File: src/rtl/branch_metric_if.sv
`timescale 1ns/1ps
// branch_metric_if
// Bundles the control, slicer-side and decoder-side signals of branch_metric.
//   en_bm        control enable; low returns the block to IDLE
//   i_code_rate  `CODE_RATE_2 (rate 1/2) or `CODE_RATE_3 (rate 1/3)
//   i_rx         sliced symbol pair, sym0 = i_rx[2:0], sym1 = i_rx[5:3]
//   i_valid      i_rx carries a real pair this cycle
//   i_ood        end-of-data marker from the slicer
//   o_bm0/o_bm1  packed Hamming metrics, entry c at [BM_WIDTH*c +: BM_WIDTH]
//   o_valid      o_bm0/o_bm1 hold a metric pair this cycle
//   o_last       final pair (or bare end marker) of the frame
//   o_done       frame complete, held until en_bm drops
//   o_pair_cnt   pairs issued in the current frame, saturating at 255
// master = the side driving the slicer inputs, slave = branch_metric.

`ifndef CODE_RATE_2
`define CODE_RATE_2 1'b0
`endif
`ifndef CODE_RATE_3
`define CODE_RATE_3 1'b1
`endif

interface branch_metric_if #(
    parameter int SLICED_INPUT_NUM = 6,
    parameter int BM_WIDTH         = 2
);
    logic                        en_bm;
    logic                        i_code_rate;
    logic [SLICED_INPUT_NUM-1:0] i_rx;
    logic                        i_valid;
    logic                        i_ood;
    logic [8*BM_WIDTH-1:0]       o_bm0;
    logic [8*BM_WIDTH-1:0]       o_bm1;
    logic                        o_valid;
    logic                        o_last;
    logic                        o_done;
    logic [7:0]                  o_pair_cnt;

    modport master (
        output en_bm, i_code_rate, i_rx, i_valid, i_ood,
        input  o_bm0, o_bm1, o_valid, o_last, o_done, o_pair_cnt
    );

    modport slave (
        input  en_bm, i_code_rate, i_rx, i_valid, i_ood,
        output o_bm0, o_bm1, o_valid, o_last, o_done, o_pair_cnt
    );
endinterface

File: src/rtl/branch_metric.sv
`timescale 1ns/1ps
// branch_metric
// Computes Hamming-distance branch metrics for a pair of sliced 3-bit
// received symbols against all eight codewords, for rate 1/2 (2-bit
// codewords, entries 4..7 forced to zero) or rate 1/3 (3-bit codewords).
// Ports:
//   clk        rising-edge clock
//   rst        asynchronous active-low reset
//   bus        branch_metric_if.slave (control, symbol input, metric output)
//   dbg_state  current FSM state (IDLE=0, RUN=1, DRAIN=2, DONE=3)
//
// Handshake: i_valid and o_valid are pure qualifiers with no ready. In RUN
// the block accepts every i_valid pair; each accepted pair appears exactly
// two cycles later with o_valid, one pair per cycle, and the consumer must
// take every o_valid pair on the cycle it is presented.

`ifndef CODE_RATE_2
`define CODE_RATE_2 1'b0
`endif
`ifndef CODE_RATE_3
`define CODE_RATE_3 1'b1
`endif

module branch_metric #(
    parameter int SLICED_INPUT_NUM = 6,
    parameter int BM_WIDTH         = 2
) (
    input  logic                clk,
    input  logic                rst,
    branch_metric_if.slave      bus,
    output logic [1:0]          dbg_state
);

    typedef enum logic [1:0] {
        IDLE  = 2'd0,
        RUN   = 2'd1,
        DRAIN = 2'd2,
        DONE  = 2'd3
    } state_t;

    state_t                      state;
    logic                        drain_cnt;
    logic                        rate_q;
    logic                        s1_valid;
    logic                        s1_last;
    logic [SLICED_INPUT_NUM-1:0] s1_rx;
    logic                        accept;

    function automatic logic [1:0] popcnt3(input logic [2:0] v);
        return 2'(v[0]) + 2'(v[1]) + 2'(v[2]);
    endfunction

    // Rate 1/2 compares only sym[1:0] against the four 2-bit codewords.
    function automatic logic [8*BM_WIDTH-1:0] metrics(input logic [2:0] sym,
                                                      input logic       rate3);
        logic [8*BM_WIDTH-1:0] m;
        logic [2:0]            d;
        m = '0;
        for (int c = 0; c < 8; c++) begin
            d = sym ^ 3'(c);
            if (rate3)
                m[BM_WIDTH*c +: BM_WIDTH] = BM_WIDTH'(popcnt3(d));
            else if (c < 4)
                m[BM_WIDTH*c +: BM_WIDTH] = BM_WIDTH'(popcnt3({1'b0, d[1:0]}));
        end
        return m;
    endfunction

    assign accept    = (state == RUN) && bus.i_valid;
    assign dbg_state = state;

    always_ff @(posedge clk or negedge rst) begin
        if (!rst) begin
            state          <= IDLE;
            drain_cnt      <= 1'b0;
            rate_q         <= 1'b0;
            s1_valid       <= 1'b0;
            s1_last        <= 1'b0;
            s1_rx          <= '0;
            bus.o_bm0      <= '0;
            bus.o_bm1      <= '0;
            bus.o_valid    <= 1'b0;
            bus.o_last     <= 1'b0;
            bus.o_done     <= 1'b0;
            bus.o_pair_cnt <= 8'd0;
        end else if (!bus.en_bm) begin
            // Dropping enable abandons the frame: flush everything in flight.
            state          <= IDLE;
            drain_cnt      <= 1'b0;
            s1_valid       <= 1'b0;
            s1_last        <= 1'b0;
            s1_rx          <= '0;
            bus.o_bm0      <= '0;
            bus.o_bm1      <= '0;
            bus.o_valid    <= 1'b0;
            bus.o_last     <= 1'b0;
            bus.o_done     <= 1'b0;
            bus.o_pair_cnt <= 8'd0;
        end else begin
            // Stage 1: capture the pair and its end marker.
            s1_valid <= accept;
            s1_last  <= (state == RUN) && bus.i_ood;
            s1_rx    <= accept ? bus.i_rx : '0;

            // Stage 2: metrics use the rate latched at frame start, and read
            // as zero whenever no pair is presented.
            bus.o_valid <= s1_valid;
            bus.o_last  <= s1_last;
            bus.o_bm0   <= s1_valid ? metrics(s1_rx[2:0], rate_q == `CODE_RATE_3) : '0;
            bus.o_bm1   <= s1_valid ? metrics(s1_rx[5:3], rate_q == `CODE_RATE_3) : '0;
            if (s1_valid && (bus.o_pair_cnt != 8'hFF))
                bus.o_pair_cnt <= bus.o_pair_cnt + 8'd1;

            case (state)
                IDLE: begin
                    rate_q         <= bus.i_code_rate;
                    bus.o_pair_cnt <= 8'd0;
                    state          <= RUN;
                end
                RUN: begin
                    if (bus.i_ood) begin
                        state     <= DRAIN;
                        drain_cnt <= 1'b0;
                    end
                end
                DRAIN: begin
                    // Two cycles lets the last pair leave stage 2 before DONE.
                    if (drain_cnt) begin
                        state      <= DONE;
                        bus.o_done <= 1'b1;
                    end else begin
                        drain_cnt <= 1'b1;
                    end
                end
                DONE: begin
                    bus.o_done <= 1'b1;
                end
                default: state <= IDLE;
            endcase
        end
    end

endmodule

File: src/flat_wrapper.sv
// flat-port wrapper written by rule: the top's interface ports become plain ports
module branch_metric_flat 
#(
    parameter int SLICED_INPUT_NUM = 6,
    parameter int BM_WIDTH         = 2
)
  (clk, rst, dbg_state, bus_en_bm, bus_i_code_rate, bus_i_rx, bus_i_valid, bus_i_ood, bus_o_bm0, bus_o_bm1, bus_o_valid, bus_o_last, bus_o_done, bus_o_pair_cnt);
  branch_metric_if #(.SLICED_INPUT_NUM(SLICED_INPUT_NUM), .BM_WIDTH(BM_WIDTH)) bus_i ();
  input  logic clk;
  input  logic rst;
  output logic [1:0] dbg_state;
  input wire logic [$bits(bus_i.en_bm)-1:0] bus_en_bm;
  input wire logic [$bits(bus_i.i_code_rate)-1:0] bus_i_code_rate;
  input wire logic [$bits(bus_i.i_rx)-1:0] bus_i_rx;
  input wire logic [$bits(bus_i.i_valid)-1:0] bus_i_valid;
  input wire logic [$bits(bus_i.i_ood)-1:0] bus_i_ood;
  output wire logic [$bits(bus_i.o_bm0)-1:0] bus_o_bm0;
  output wire logic [$bits(bus_i.o_bm1)-1:0] bus_o_bm1;
  output wire logic [$bits(bus_i.o_valid)-1:0] bus_o_valid;
  output wire logic [$bits(bus_i.o_last)-1:0] bus_o_last;
  output wire logic [$bits(bus_i.o_done)-1:0] bus_o_done;
  output wire logic [$bits(bus_i.o_pair_cnt)-1:0] bus_o_pair_cnt;
  assign bus_i.en_bm = bus_en_bm;
  assign bus_i.i_code_rate = bus_i_code_rate;
  assign bus_i.i_rx = bus_i_rx;
  assign bus_i.i_valid = bus_i_valid;
  assign bus_i.i_ood = bus_i_ood;
  assign bus_o_bm0 = bus_i.o_bm0;
  assign bus_o_bm1 = bus_i.o_bm1;
  assign bus_o_valid = bus_i.o_valid;
  assign bus_o_last = bus_i.o_last;
  assign bus_o_done = bus_i.o_done;
  assign bus_o_pair_cnt = bus_i.o_pair_cnt;
  branch_metric #(.SLICED_INPUT_NUM(SLICED_INPUT_NUM), .BM_WIDTH(BM_WIDTH)) u_core (.clk(clk), .rst(rst), .bus(bus_i), .dbg_state(dbg_state));
endmodule
File: config.mk
export PLATFORM = sky130hd
export DESIGN_NAME = branch_metric_flat
export DESIGN_NICKNAME = d
export VERILOG_FILES = /design/src/rtl/branch_metric_if.sv /design/src/rtl/branch_metric.sv /design/src/flat_wrapper.sv
export SDC_FILE = /design/constraint.sdc
export NUM_CORES = 1
export LEC_CHECK = 0
export BUFFER_PORTS_ARGS = -buffer_cell sky130_fd_sc_hd__buf_2
export CAP_MARGIN = 20
export CORE_MARGIN = 2
export CORE_UTILIZATION = 58
export DETAILED_ROUTE_END_ITERATION = 6
export PLACE_DENSITY = 0.84
export SYNTH_ARGS = -nofsm -noshare
export SYNTH_HDL_FRONTEND = slang
export SYNTH_SLANG_ARGS = --single-unit
export TNS_END_PERCENT = 50
File: constraint.sdc
create_clock -name clk -period 3.55 [get_ports clk]
set_input_delay 0.355 -clock clk [delete_from_list [all_inputs] [get_ports clk]]
set_output_delay 0.355 -clock clk [all_outputs]
set_load 0.05 [all_outputs]
After elaboration in Yosys (flattened, before gate mapping)
Cells that the tools add are included.
Word-level totals
  flip-flop bits (word level): 55
  output and inout bits: 45
  logic and storage cells: 114
Operators by class
  add/sub/neg operators: 31
  equality and inequality tests: 10
  mux-type cells: 39
  bitwise logic cells: 14
  reductions and logical operators: 8
Operator list (count)
  two-way mux 16 bit: 4
  two-way mux 2 bit: 19
  adder 2 x 1 -> 2 bit: 16
  adder 1 x 1 -> 2 bit: 14
  two-way mux 8 bit: 3
  two-way mux 6 bit: 2
  NOT 2 bit: 6
  inequality test 3 x 1 -> 1 bit, second input constant: 3
  adder 8 x 1 -> 8 bit, second input constant: 1
  two-way mux 1 bit: 8
  inequality test 8 bit, second input constant: 1
  NOT 1 bit: 6
  NOT 3 bit: 2
  case mux 2 bit (3 select lines): 1
  AND reduction 2 bit: 3
  == test 2 bit, second input constant: 2
  inequality test 4 x 1 -> 1 bit, second input constant: 1
  case mux 1 bit (2 select lines): 2
  logical AND 1 bit: 3
  inequality test 3 x 2 -> 1 bit, second input constant: 1
  inequality test 3 bit, second input constant: 1
  AND reduction 3 bit: 1
  == test 2 x 1 -> 1 bit, second input constant: 1
  zero test 2 bit: 1

Logic depth before layout (Yosys ltp)
  depth after elaboration: 6
  gate-level depth with buffers: 5

Worst setup path after synthesis
Ideal clock, no wire load.
  path kind: flip-flop to flip-flop
  start: register u_core.state[0], in the netlist u_core.dbg_state[0]
  end: register u_core.state[0], in the netlist u_core.dbg_state[0]
  setup time: 87 ps
  data arrival time: 1787 ps
  data required time: 3463 ps
  path slack: 1676 ps
  stages on the path, launching flop included: 6
  clock period less this slack: 1874 ps
  cell sequence: dfrtp_1 inv_1 ha_1 nor2_1 or3b_2 o211ai_1
On the way
  word-level cells in the longest chain between the ends: 3
  elaborated cells on any way between the ends: 9
Ends and longest elaborated chain
  start, declared: line branch_metric.sv:41  | state_t state;
  start signal, assigned: line branch_metric.sv:74  | state <= IDLE;
  start signal, assigned: line branch_metric.sv:88  | state <= IDLE;
  start signal, assigned: line branch_metric.sv:118  | state <= RUN;
  == test 2 bit (tied with other cells): line branch_metric.sv:114  | case (state)
  inequality test 4 x 1 -> 1 bit (no line) (tied with other cells)
  AND reduction 3 bit (no line) / two-way mux 2 bit (equally long branches)
Several ways; a longest one is shown, not always the timed one.
A chain may end at the register's enable or synchronous reset.

Worst setup path in the final report
  start: register u_core.s1_rx[4]
  end: register u_core.bus.o_bm1[2]
On the way
  word-level cells in the longest chain between the ends: 5
Ends and longest elaborated chain
  start, declared: line branch_metric.sv:46  | logic [SLICED_INPUT_NUM-1:0] s1_rx;
  start signal, assigned: line branch_metric.sv:103  | s1_rx <= accept ? bus.i_rx : '0;
  adder 1 x 1 -> 2 bit (*): line branch_metric.sv:50  | return 2'(v[0]) + 2'(v[1]) + 2'(v[2]);
  adder 2 x 1 -> 2 bit: line branch_metric.sv:50
  two-way mux 2 bit (*): line branch_metric.sv:61  | if (rate3)
  two-way mux 16 bit (*): line branch_metric.sv:110  | bus.o_bm1 <= s1_valid ? metrics(s1_rx[5:3], rate_q == `CODE_RATE_3) : '0;
  two-way mux 16 bit (*): line branch_metric.sv:86  | end else if (!bus.en_bm) begin
  end signal, assigned: line branch_metric.sv:110
  end, declared: line branch_metric_if.sv:46  | output o_bm0, o_bm1, o_valid, o_last, o_done, o_pair_cnt
Every way passes the cells marked *; elsewhere a longest branch is shown, timed or not.

==> results.cfg <==
[floorplanning]
design.core.area_um2 = 4290
start_util_pct = 59.3
ioPinCount = 57
die_area_um2 = 4930
die_x_um = 70.2
rows = 24
die-height_um = 70.2

[finish]
diodes = 0
final_cell_mix = buf_2 (56), dfrtp_1 (51), nor2_1 (28), fa_1 (15), ha_1 (15)
area_delta_synth_final_pct = 14.7
layout_commonest_cell = buf_2
nets = 308
drive_above_1_share_pct = 24.7

[detailed_routing]
vias = 1598
drt-initial-drc-count = 62
wl_per_cell_um = 12.9
detail_route.wirelength_um = 4120
avgViaCountPerCell = 5.01
ant_nets = 0
first_pass_iters = 4
drc = 0

[grt]
grt_pass1_vias = 1530
grt.overflow.total = 0
grt_max_degree = 52
grt_usage_pct = 18.0
grt_pass1_wl_um = 6920
grt_antenna_before_repair = 0

[timing]
whs_ns = 0.260
slew_violations = 0
fin_tns_setup_ns = 0
slew_headroom_pct = 59.9
worst_slew_pin_slew_ns = 0.602
rsz0062_at_grt = false
setup_viol = 0
finalWorstSetupSlack_ns = 1.73
fin_crit_ns = 1.82
hold_violations = 0
clock_skew_ns = 0.00356
fin_crit_sh_pct = 51.2
timing.fmax_mhz = 550

[synth]
yosysUniqueCellTypes = 32
synth_nets = 256
postSynthCellCount = 214
ys_ff_latch = 51
synth_area_um2 = 2540
syn_area_per_cell_um2 = 11.9
ys_seq_area_share_pct = 50.1
yosysWarningCount = 0

[setup_path]
cp-start-kind = flip-flop
arrival_ns = 2.06
worstSetupPathType = flip-flop to flip-flop
endpoint_kind = flip-flop
worstPathRequired_ns = 3.79
crit_fanout = 8

[clock_network]
clock-root-buffer = clkbuf_8
cts_tree = built
ctsLongestPathBuffers = 2
cts_buffers = 5
worstSkewPairLatency_ns = 0.29
cts.htree.levels = 2
clock_sinks = 51
path_clk_slew_ns = 0.08

[pwr]
p_per_area_nw_per_um2 = 474
leakagePower_nw = 1.60
report.power.total_w = 0.00138
ir_drop_mv = 0.297

[place]
place.port_buffers = 56
gp_congestion = 0.814
place_ws_ns = 1.80
dpl.hpwl_um = 2920

[worst_hold_path]
hold_path_class = input pin to flip-flop

[status]
status = finished, final reports clean

[job]
cap_viol_max_count = 0
-- state kept, by name (all words and copies together), names as in the netlist --
signal                 count
u_core.bus.o_done          1
u_core.dbg_state           2
u_core.bus.o_valid         1
u_core.rate_q              1
u_core.s1_valid            1
u_core.bus.o_pair_cnt      8
u_core.bus.o_bm1          14
u_core.bus.o_last          1
u_core.bus.o_bm0          14
u_core.drain_cnt           1
u_core.s1_rx               6
u_core.s1_last             1
-- worst paths after layout --
check,slack [ns],cells past startpoint,startpoint,endpoint
setup / recovery,1.73,5,u_core.s1_rx[4]$_DFF_PN0_,u_core.bus.o_bm1[2]$_DFF_PN0_
max in group asynchronous,2.56,3,rst,u_core.s1_rx[2]$_DFF_PN0_
setup reg to reg,1.73,5,u_core.s1_rx[4]$_DFF_PN0_,u_core.bus.o_bm1[2]$_DFF_PN0_
hold reg to reg,0.46,1,u_core.s1_last$_DFF_PN0_,u_core.bus.o_last$_DFF_PN0_
hold / removal,0.26,2,bus_i_rx[2],u_core.s1_rx[2]$_DFF_PN0_
min in group asynchronous,0.49,2,rst,u_core.bus.o_bm1[11]$_DFF_PN0_
-- area by class of cell --
type / instances / area, um2
flip-flops and latches: 51 / 1280
clock inverters: 1 / 5.00
repair buffers: 58 / 310
well taps: 52 / 65.1
inverters: 14 / 52.6
multi-input cells: 136 / 1130
fillers: 344 / 1380
clock buffers: 7 / 76.3
-- worst max-delay path, cell delays in order, from the launching register on --
cell and delay (ns):
dfrtp_1 0.57, inv_1 0.23, fa_1 0.58, inv_1 0.05
mux2i_1 0.18, and2_1 0.15
-- cell families (layout without fill, tap and decap cells) --
logic type / after synthesis / after routing / synth area share (%)
AO/OA/AOI/OAI: 19 / 19 / 5.11
adder cells (fa/ha/maj): 30 / 30 / 19.2
buffers and inverters: 27 / 80 / 5.36
flip-flops: 51 / 51 / 50.1
multiplexers: 15 / 15 / 5.95
AND/OR/NAND/NOR: 72 / 72 / 14.3
-- repair_timing --
| item | 4_1_cts | 5_1_grt |
|---|---|---|
| setup buffers | 0 | 0 |
| hold buffers | 0 | 1 |
| gates resized for setup | 0 | 0 |
| endpoints found under the hold margin | 0 | 15 |
-- where the power goes --
| group | internal [W] | switching [W] | total, W |
|---|---|---|---|
| clock network | 0.000138 | 0.000172 | 0.000310 |
| logic | 0.000137 | 0.000246 | 0.000383 |
| registers | 0.000619 | 0.0000700 | 0.000689 |
-- layer usage --
| layer | wire length (um) | GRT usage (%) | share of wire [%] | vias to the layer above |
|---|---|---|---|---|
| li1 | - | - | - | 786 |
| met1 | 1840 | 24.3 | 45 | 767 |
| met2 | 2060 | 29.6 | 50 | 41 |
| met3 | 185 | 4.33 | 4.5 | 4 |
| met4 | 37 | 4.49 | 0.90 | 0 |
| met5 | 0 | 0 | 0 | - |
-- synth_stat cells, drive strengths merged --
master  instances  area, um2
a21boi          1       11.3
ha             15        188
mux2i          14        140
o21a            2       15.0
mux2            1       11.3
nand3           3       15.0
or3b            1       8.76
nor3            2       10.0
a311oi          1       8.76
buf             9       68.8
a31oi           2       12.5
a211oi          2       15.0
and4            2       17.5
fa             15        300
o211ai          2       15.0
a41oi           1       8.76
o21ai           1       5.00
and2           12       75.1
clkbuf          4       15.0
inv            14       52.6
nor2           28        105
nor2b           5       31.3
nand2           9       33.8
nor4bb          1       10.0
nand4           2       12.5
a21oi           6       30.0
o311ai          1       8.76
nand2b          2       12.5
and3            5       31.3
dfrtp          51       1280
-- metrics by stage --
stage	cell area, um2	cells	utilization, %
global placement	2810	309	65.4
CTS	2890	317	67.2
detailed placement	2810	309	65.4
finish	2920	319	67.9
global route	2920	319	67.9
floorplan	2540	214	-
Power figures use the tool's default switching activity.
